<file path="config.mk">
export PLATFORM = sky130hd
export DESIGN_NAME = ap_ctrl_driver
export DESIGN_NICKNAME = d
export VERILOG_FILES = /design/src/rtl/ap_ctrl_driver.sv
export SDC_FILE = /design/constraint.sdc
export NUM_CORES = 1
export LEC_CHECK = 0
export ABC_AREA = 1
export BUFFER_PORTS_ARGS = -buffer_cell sky130_fd_sc_hd__buf_2
export CAP_MARGIN = 25
export CELL_PAD_IN_SITES_DETAIL_PLACEMENT = 1
export CELL_PAD_IN_SITES_GLOBAL_PLACEMENT = 1
export CORE_UTILIZATION = 37
export CTS_BUF_LIST = sky130_fd_sc_hd__clkbuf_4 sky130_fd_sc_hd__clkbuf_8
export DETAILED_ROUTE_END_ITERATION = 12
export GPL_ROUTABILITY_DRIVEN = 0
export PLACE_DENSITY = 0.75
export REMOVE_ABC_BUFFERS = 1
export SLEW_MARGIN = 20
export SYNTH_ARGS = -nofsm -noshare
export SYNTH_HDL_FRONTEND = slang
export SYNTH_SLANG_ARGS = --single-unit
</file>
<file path="constraint.sdc">
create_clock -name clock -period 5.74 [get_ports clock]
set_clock_uncertainty 0.15 [all_clocks]
set_input_delay 1.148 -clock clock [delete_from_list [all_inputs] [get_ports clock]]
set_output_delay 1.148 -clock clock [all_outputs]
set_load 0.005 [all_outputs]
</file>
<file path="src/rtl/ap_ctrl_driver.sv">
// ap_ctrl_driver: initiator side of the ap_ctrl_chain block-level handshake.
//
// Issues cfg_num_trans kernel transactions (ap_start/ap_ready), acknowledges
// completions (ap_done/ap_continue), timestamps every accepted start in a small
// FIFO and reports start-to-done latency for every consumed done.
//
// Parameters:
//   CNT_W           width of transaction counters and cfg_num_trans
//   LAT_W           width of the cycle counter and latency outputs
//   MAX_OUTSTANDING accepted-but-not-done limit, also timestamp FIFO depth
//   CONT_DELAY      cycles from first ap_done to the ap_continue pulse;
//                   0 holds ap_continue high while busy
//
// Ports:
//   clock, reset              rising-edge clock, synchronous active-high reset
//   cfg_start, cfg_num_trans  run request and transaction count (IDLE/DONE only)
//   ap_start, ap_ready        start handshake to/from the kernel
//   ap_done, ap_continue      completion handshake from/to the kernel
//   busy, finish              run in progress / run drained
//   starts_issued, dones_seen per-run transaction counters
//   lat_valid, last_latency   pulse + latency for each consumed done
//   max_latency               largest latency seen this run
//   error                     sticky protocol violation flag
module ap_ctrl_driver #(
    parameter int unsigned CNT_W           = 16,
    parameter int unsigned LAT_W           = 32,
    parameter int unsigned MAX_OUTSTANDING = 4,
    parameter int unsigned CONT_DELAY      = 0
) (
    input  logic             clock,
    input  logic             reset,
    input  logic             cfg_start,
    input  logic [CNT_W-1:0] cfg_num_trans,
    output logic             ap_start,
    input  logic             ap_ready,
    input  logic             ap_done,
    output logic             ap_continue,
    output logic             busy,
    output logic             finish,
    output logic [CNT_W-1:0] starts_issued,
    output logic [CNT_W-1:0] dones_seen,
    output logic             lat_valid,
    output logic [LAT_W-1:0] last_latency,
    output logic [LAT_W-1:0] max_latency,
    output logic             error
);

    localparam logic [1:0] ST_IDLE  = 2'd0;
    localparam logic [1:0] ST_RUN   = 2'd1;
    localparam logic [1:0] ST_DRAIN = 2'd2;
    localparam logic [1:0] ST_DONE  = 2'd3;

    localparam int unsigned PTR_W = (MAX_OUTSTANDING > 1) ? $clog2(MAX_OUTSTANDING) : 1;
    localparam int unsigned OCC_W = $clog2(MAX_OUTSTANDING + 1);
    localparam int unsigned DLY_W = $clog2(CONT_DELAY + 2);

    localparam logic [OCC_W-1:0] OCC_FULL = OCC_W'(MAX_OUTSTANDING);
    localparam logic [PTR_W-1:0] PTR_LAST = PTR_W'(MAX_OUTSTANDING - 1);
    localparam logic [DLY_W-1:0] DLY_LAST = DLY_W'((CONT_DELAY > 0) ? CONT_DELAY - 1 : 0);

    logic [1:0]       state_q, state_d;
    logic [CNT_W-1:0] num_q;
    logic [CNT_W-1:0] starts_q, starts_d;
    logic [CNT_W-1:0] dones_q, dones_d;
    logic [LAT_W-1:0] cyc_q;
    logic [LAT_W-1:0] last_q, last_d;
    logic [LAT_W-1:0] max_q, max_d;
    logic [LAT_W-1:0] latency;
    logic [LAT_W-1:0] fifo_mem [MAX_OUTSTANDING];
    logic [PTR_W-1:0] wr_ptr_q, wr_ptr_d;
    logic [PTR_W-1:0] rd_ptr_q, rd_ptr_d;
    logic [OCC_W-1:0] occ_q, occ_d;
    logic [DLY_W-1:0] dly_q, dly_d;
    logic             cont_q, cont_d;
    logic             lat_valid_q;
    logic             error_q, error_d;

    logic idle_like, cfg_go, accept, consume, fifo_empty, push, pop, done_ok, proto_err;

    always_comb begin
        idle_like  = (state_q == ST_IDLE) || (state_q == ST_DONE);
        busy       = (state_q == ST_RUN) || (state_q == ST_DRAIN);
        finish     = (state_q == ST_DONE);
        cfg_go     = cfg_start && idle_like;
        ap_start   = (state_q == ST_RUN) && (starts_q < num_q) && (occ_q < OCC_FULL);

        accept     = ap_start && ap_ready;
        consume    = ap_done && ap_continue;
        fifo_empty = (occ_q == '0);
        // An accept and a consume meeting an empty FIFO cancel out: the
        // transaction completes in its own start cycle with zero latency.
        pop        = consume && !fifo_empty;
        push       = accept && !(consume && fifo_empty);
        done_ok    = consume && (!fifo_empty || accept);
        latency    = fifo_empty ? '0 : (cyc_q - fifo_mem[rd_ptr_q]);

        proto_err  = (consume && fifo_empty && !accept)
                   || ((state_q == ST_RUN) && ap_ready && !ap_start)
                   || (ap_done && idle_like);

        starts_d   = starts_q + CNT_W'(accept);
        dones_d    = dones_q + CNT_W'(done_ok);
        last_d     = done_ok ? latency : last_q;
        max_d      = (done_ok && (latency > max_q)) ? latency : max_q;
        error_d    = error_q || proto_err;

        wr_ptr_d = wr_ptr_q;
        if (push) begin
            wr_ptr_d = (wr_ptr_q == PTR_LAST) ? '0 : wr_ptr_q + PTR_W'(1);
        end
        rd_ptr_d = rd_ptr_q;
        if (pop) begin
            rd_ptr_d = (rd_ptr_q == PTR_LAST) ? '0 : rd_ptr_q + PTR_W'(1);
        end
        occ_d = occ_q;
        if (push && !pop) begin
            occ_d = occ_q + OCC_W'(1);
        end else if (pop && !push) begin
            occ_d = occ_q - OCC_W'(1);
        end

        state_d = state_q;
        case (state_q)
            ST_IDLE, ST_DONE: begin
                if (cfg_go) begin
                    state_d = (cfg_num_trans == '0) ? ST_DONE : ST_RUN;
                end
            end
            ST_RUN: begin
                if (accept && (starts_d == num_q)) begin
                    state_d = ST_DRAIN;
                end
            end
            ST_DRAIN: begin
                if (dones_d == num_q) begin
                    state_d = ST_DONE;
                end
            end
            default: state_d = ST_IDLE;
        endcase
    end

    // Delayed-continue: count cycles of a held ap_done, then pulse ap_continue
    // once; the count restarts for the next done.
    always_comb begin
        dly_d  = '0;
        cont_d = 1'b0;
        if ((CONT_DELAY != 0) && busy && ap_done && !cont_q) begin
            if (dly_q == DLY_LAST) begin
                cont_d = 1'b1;
            end else begin
                dly_d = dly_q + DLY_W'(1);
            end
        end
        ap_continue = (CONT_DELAY == 0) ? busy : cont_q;
    end

    always_ff @(posedge clock) begin
        if (reset) begin
            state_q     <= ST_IDLE;
            num_q       <= '0;
            starts_q    <= '0;
            dones_q     <= '0;
            cyc_q       <= '0;
            last_q      <= '0;
            max_q       <= '0;
            wr_ptr_q    <= '0;
            rd_ptr_q    <= '0;
            occ_q       <= '0;
            dly_q       <= '0;
            cont_q      <= 1'b0;
            lat_valid_q <= 1'b0;
            error_q     <= 1'b0;
        end else if (cfg_go) begin
            state_q     <= state_d;
            num_q       <= cfg_num_trans;
            starts_q    <= '0;
            dones_q     <= '0;
            cyc_q       <= '0;
            last_q      <= '0;
            max_q       <= '0;
            wr_ptr_q    <= '0;
            rd_ptr_q    <= '0;
            occ_q       <= '0;
            dly_q       <= '0;
            cont_q      <= 1'b0;
            lat_valid_q <= 1'b0;
            error_q     <= 1'b0;
        end else begin
            state_q     <= state_d;
            starts_q    <= starts_d;
            dones_q     <= dones_d;
            cyc_q       <= cyc_q + LAT_W'(1);
            last_q      <= last_d;
            max_q       <= max_d;
            wr_ptr_q    <= wr_ptr_d;
            rd_ptr_q    <= rd_ptr_d;
            occ_q       <= occ_d;
            dly_q       <= dly_d;
            cont_q      <= cont_d;
            lat_valid_q <= done_ok;
            error_q     <= error_d;
        end
    end

    // Timestamp storage needs no reset; occupancy decides what is valid.
    always_ff @(posedge clock) begin
        if (push) begin
            fifo_mem[wr_ptr_q] <= cyc_q;
        end
    end

    assign starts_issued = starts_q;
    assign dones_seen    = dones_q;
    assign lat_valid     = lat_valid_q;
    assign last_latency  = last_q;
    assign max_latency   = max_q;
    assign error         = error_q;

endmodule
</file>
; ---- Word level (Yosys, flattened, before mapping)
; Memory sizes are Yosys's and may differ from the RTL's. A register that Yosys moved wholly into a read port is not among the register bits.
; Cells that the tools add are included.
[word_totals]
in_bits = 21
rom_bits = 0
output_inout_bits = 102
wordCells = 84
latchBits = 0
ram_bits = 128
mem_count = 1
register_bits = 155
[classes]
eq_ne = 10
muxes = 14
bitwise_logic = 0
magnitude_cmp = 3
n_shift = 0
n_addsub = 8
n_mul = 0
n_reduce_logical = 36
div = 0
[memory_table]
columns = memory, words, word_bits, read_ports, rd_clocked_by_memory_dff, write_ports, line
row1 = fifo_mem, 4, 32, 1, 1, 1, 69  ; logic [LAT_W-1:0] fifo_mem [MAX_OUTSTANDING];
[ops]
columns = op, count
row1 = 16-bit by 1-bit adder with 16-bit output, 2
row2 = 32-bit by 1-bit adder with 32-bit output (second input constant), 1
row3 = 16-bit == test, 2
row4 = 32-bit > comparator, 1
row5 = 32-bit two-way mux, 1
row6 = 32-bit subtractor, 1
row7 = 1-bit logical AND, 17
row8 = 16-bit logical NOT, 1
row9 = 16-bit < comparator, 1
row10 = 2-bit two-way mux, 8
row11 = 2-bit == test (second input constant), 4
row12 = 1-bit logical NOT, 6
row13 = 1-bit logical OR, 6
row14 = 3-bit two-way mux, 2
row15 = 2-bit case mux with 3 select lines, 1
row16 = 2-bit by 1-bit adder with 2-bit output (second input constant), 2
row17 = 2-bit by 1-bit != test with 1-bit output (second input constant), 2
row18 = 2-bit OR reduction, 2
row19 = 3-bit by 1-bit adder with 3-bit output (second input constant), 1
row20 = 3-bit logical NOT, 1
row21 = 3-bit < comparator (second input constant), 1
row22 = 3-bit AND reduction, 1
row23 = 3-bit by 1-bit subtractor with 3-bit output (second input constant), 1
row24 = 2-bit by 1-bit == test with 1-bit output (second input constant), 1
row25 = 4 further kinds, 5

; ---- Depth between registers and ports, before layout
[depth]
ltp_word = 10
depth_mapped = 34
ltp_nobuf = 32

; ---- Worst setup path before layout
; OpenSTA, ideal clock, no wires.
[synth_path]
path_kind = register to register
startpoint = reg with a tool-made name
endpoint = reg max_q[10], in the netlist max_latency[10]
path_buffers = 3
synth_period_minus_slack_ps = 4460
arrival_ps = 4191
path_stages_with_launch = 29
required_ps = 5471
path_slack_ps = 1280
cell_sequence = dfxtp_1 > clkbuf_1 > clkbuf_1 > o21ai_0 > o22ai_1 > ha_1 > inv_1 > fa_1 > nand2_1 > nand2_1 > o21ai_1 > o21bai_1 > nand3_1 > nand2_1 > a21oi_1 > inv_1 > or2_2 > nand3_1 > inv_1 > ha_1 > nand2_1 > o21a_1 > o211ai_1 > a21oi_1 > a21oi_1 > nand2_4 > buf_2 > o21ai_0 > a21oi_1
[synth_rtl]
columns = item, line
row1 = to (signal assigned), 195  ; max_q <= max_d;
row2 = to (decl), 67  ; logic [LAT_W-1:0] max_q, max_d;

==> metrics.txt <==
outcome=finished, final reports clean; largest net degree at the start of global routing=76; area of the multi-input gates=6960 µm²; Clock Tree Buf Depth=3; hold buffer count at CTS=0; total congestion overflow=0; Max rail drop VDD=0.207 mV; CTS clock-pin slew for the worst setup and hold paths=0.06 ns; number of DRC markers after the initial detailed-route iteration=710; fraction of registers with async set or reset after synthesis=0; antenna violations before repair=0; cell area after synthesis=14900 µm²; slowest cell on the critical path=dfxtp_1; post-route minimum period=5.37 ns; top cells by area, synth=edfxtp_1 26%, dfxtp_1 21%, nand2_1 9.9%; part of the Yosys area used for sequential elements=0.468; routed wire length=44900 µm; number of hold violations in the final report=0; critical path, cell by cell=inv_2, buf_12, a21oi_1, a32o_1, ha_1, a21oi_1, o21ai_0, a21oi_1, o211ai_1, or2_2, nand3_1, inv_1, ha_1, nand2_1, inv_1, nand3_1, nor3_1, nand3_1, a21oi_1, nand2_8, inv_2, nand2_1, a21oi_1; DP Wirelength=32800 µm; total cell area at the placement stage=16100 µm²; WS Path Type=flop to flop; initial core utilization=0.376; Die Area=41100 µm²; slew at the pin closest to its max-slew limit=0.877 ns; top_reg_cell synth=dfxtp_1; Distinct cells, synth=48; fraction of synthesized cell area taken by the top area cell type=0.258; final worst path period share=0.936; mean cell area of the mapped netlist=8.17 µm²; total DRC errors in the routed layout=0; total number of H-tree levels=2; Routed wire per std cell=17.8 µm; Critical Path Start Type=flop; cells after synthesis=1827; number of buffers and inverters on the critical path=5; area occupied by registers=6990 µm²; ratio of total power to cell area=395 nW/µm²; maximum fanout along the worst path=54; Antenna Cells=0; critical path data required time=6.12 ns; final non-filler cell total=2527; Cells after DPL=2435; Synth area leader=edfxtp_1; total clock buffers created by CTS=49; Die W=203 µm; number of global-route vias before repair=13800; number of filler cells placed in the layout=4893; Finished Cell Area=17200 µm²; setup repair after global routing missed its margin=false; class of the most critical hold timing path=flop to flop; Chip Height=203 µm; port bufs=122; relative slew slack=0.415; utilization after layout=0.432; total routing resource utilization after global routing=0.220; Clock Root Buffer=clkbuf_8; share of cells above drive strength 1=0.129; final count of pins violating max slew=0; CP max stage delay=0.35 ns; setup TNS after final layout=0 ns; number of core rows=73; global-route wire length before repair=72300 µm; remaining antenna violation count after routing=0; net count of the finished layout=2076; CTS tree=built; area inside the core boundary=39700 µm²; area growth from synthesis to layout=15.0%; total via count after detailed routing=13100; number of primary I/O pins=123; kind of capture point of the worst setup path=flop; Final Setup Violations=0; synthesis warning total=0; leakage power of the design=7.30 nW; number of vias per cell after detailed routing=5.17; clock latency of the later-clocked register in the worst-skew pair=0.61 ns; total number of clock tree sinks=285; synthesized flop and latch total=285; number of synthesized flops with an enable pin=128; maximum operating frequency=186 MHz; cell class contributing the biggest share of worst-path delay=compound AO/OA/AOI/OAI gates; cell repeated most along the worst path=a21oi_1; iteration count of the initial detailed-routing pass=4; arrival time worst endpoint=5.75 ns; number of maximum-capacitance violations=0
[layout make-up]
type | instances | share of cell area
well taps | 525 | 0.0383
multi-input cells | 1283 | 0.405
repair buffers | 139 | 0.0447
clock inverters | 23 | 0.0111
clock buffers | 69 | 0.0491
inverters | 203 | 0.0445
flip-flops and latches | 285 | 0.407
[tightest hold or removal path: stages (launching register included)]
cell     delay (ns)
dfxtp_1        0.31
nand2_1        0.06
a21oi_1        0.05
[through the flow]
stage,total power (W),hold slack (ns),setup WS [ns]
global placement,0.00474,0.316,0.456
finish,0.00678,0.322,0.367
CTS,0.00682,0.329,0.369
detailed placement,0.00482,0.320,0.368
global route,0.00723,0.356,0.0189
floorplan,0.00399,0.307,0.124
[cells in the mapped netlist (5+ instances only)]
| cell type | count |
|---|---|
| a21oi_1 | 187 |
| a32o_1 | 30 |
| buf_2 | 9 |
| clkbuf_1 | 41 |
| dfxtp_1 | 157 |
| edfxtp_1 | 128 |
| ha_1 | 92 |
| inv_1 | 197 |
| inv_2 | 6 |
| nand2_1 | 392 |
| nand3_1 | 72 |
| nand3b_1 | 6 |
| nand4_1 | 21 |
| nor2_1 | 222 |
| nor2_2 | 6 |
| nor3_1 | 33 |
| nor4_1 | 9 |
| o21a_1 | 8 |
| o21ai_0 | 107 |
| o21ai_1 | 21 |
| o21bai_1 | 6 |
| xnor2_1 | 7 |
| xnor3_1 | 5 |
| xor2_1 | 15 |
[kinds of logic (layout without fill, tap and decap cells)]
kind of cell / count (synthesis) / after routing / synth area share
buffers and inverters: 259 / 434 / 0.0675
adders and majority gates: 94 / 94 / 0.0798
and+or+nand+nor: 783 / 783 / 0.221
AOI/OAI and AO/OA: 379 / 379 / 0.143
xor gates and xnor gates: 27 / 27 / 0.0205
DFF: 285 / 285 / 0.468
[registers in the layout, summed over array words and instances, names as in the netlist, named ones only]
register       cells
fifo_mem         128
error              1
cyc_q             32
state_q            2
occ_q              3
wr_ptr_q           2
dones_seen        16
lat_valid          1
starts_issued     16
num_q             16
last_latency      32
max_latency       32
rd_ptr_q           2
[per-layer routing]
layer / GRT usage / share of wire / vias up
li1: - / - / 6435
met1: 0.264 / 0.43 / 6303
met2: 0.401 / 0.51 / 232
met3: 0.0308 / 0.032 / 83
met4: 0.0755 / 0.032 / 0
met5: 0 / 0 / -
[layout by cell type, fill, tap and decap left out, drive strengths merged, types with 5 or more instances in the layout]
cell / count
a21oi: 188
a32o: 30
buf: 139
clkbuf: 69
clkinv: 16
dfxtp: 157
edfxtp: 128
ha: 92
inv: 205
nand2: 397
nand3: 73
nand3b: 6
nand4: 22
nor2: 232
nor3: 33
nor4: 11
o21a: 8
o21ai: 129
o21bai: 6
xnor2: 7
xnor3: 5
xor2: 15
[worst paths after layout]
path / from / end / slack (ns) / depth (start not counted)
setup reg to reg: flop / max_latency[6]$_SDFFE_PP0P_ / 0.37 / 23
hold reg to reg: last_latency[0]$_SDFFE_PP0P_ / last_latency[0]$_SDFFE_PP0P_ / 0.32 / 2
hold / removal: last_latency[0]$_SDFFE_PP0P_ / last_latency[0]$_SDFFE_PP0P_ / 0.32 / 2
setup / recovery: flop / max_latency[6]$_SDFFE_PP0P_ / 0.37 / 23
[where the power goes]
| group | switching, W | internal, W |
|---|---|---|
| sequential | 0.000110 | 0.00230 |
| combinational | 0.00158 | 0.000813 |
| clock | 0.000885 | 0.00109 |
[timing repair]
action / 4_1_cts / 5_1_grt
setup endpoints to repair: 0 / 9
resized for setup: 0 / 4
setup buffers: 0 / 0
(Power assumes the default switching activity.)
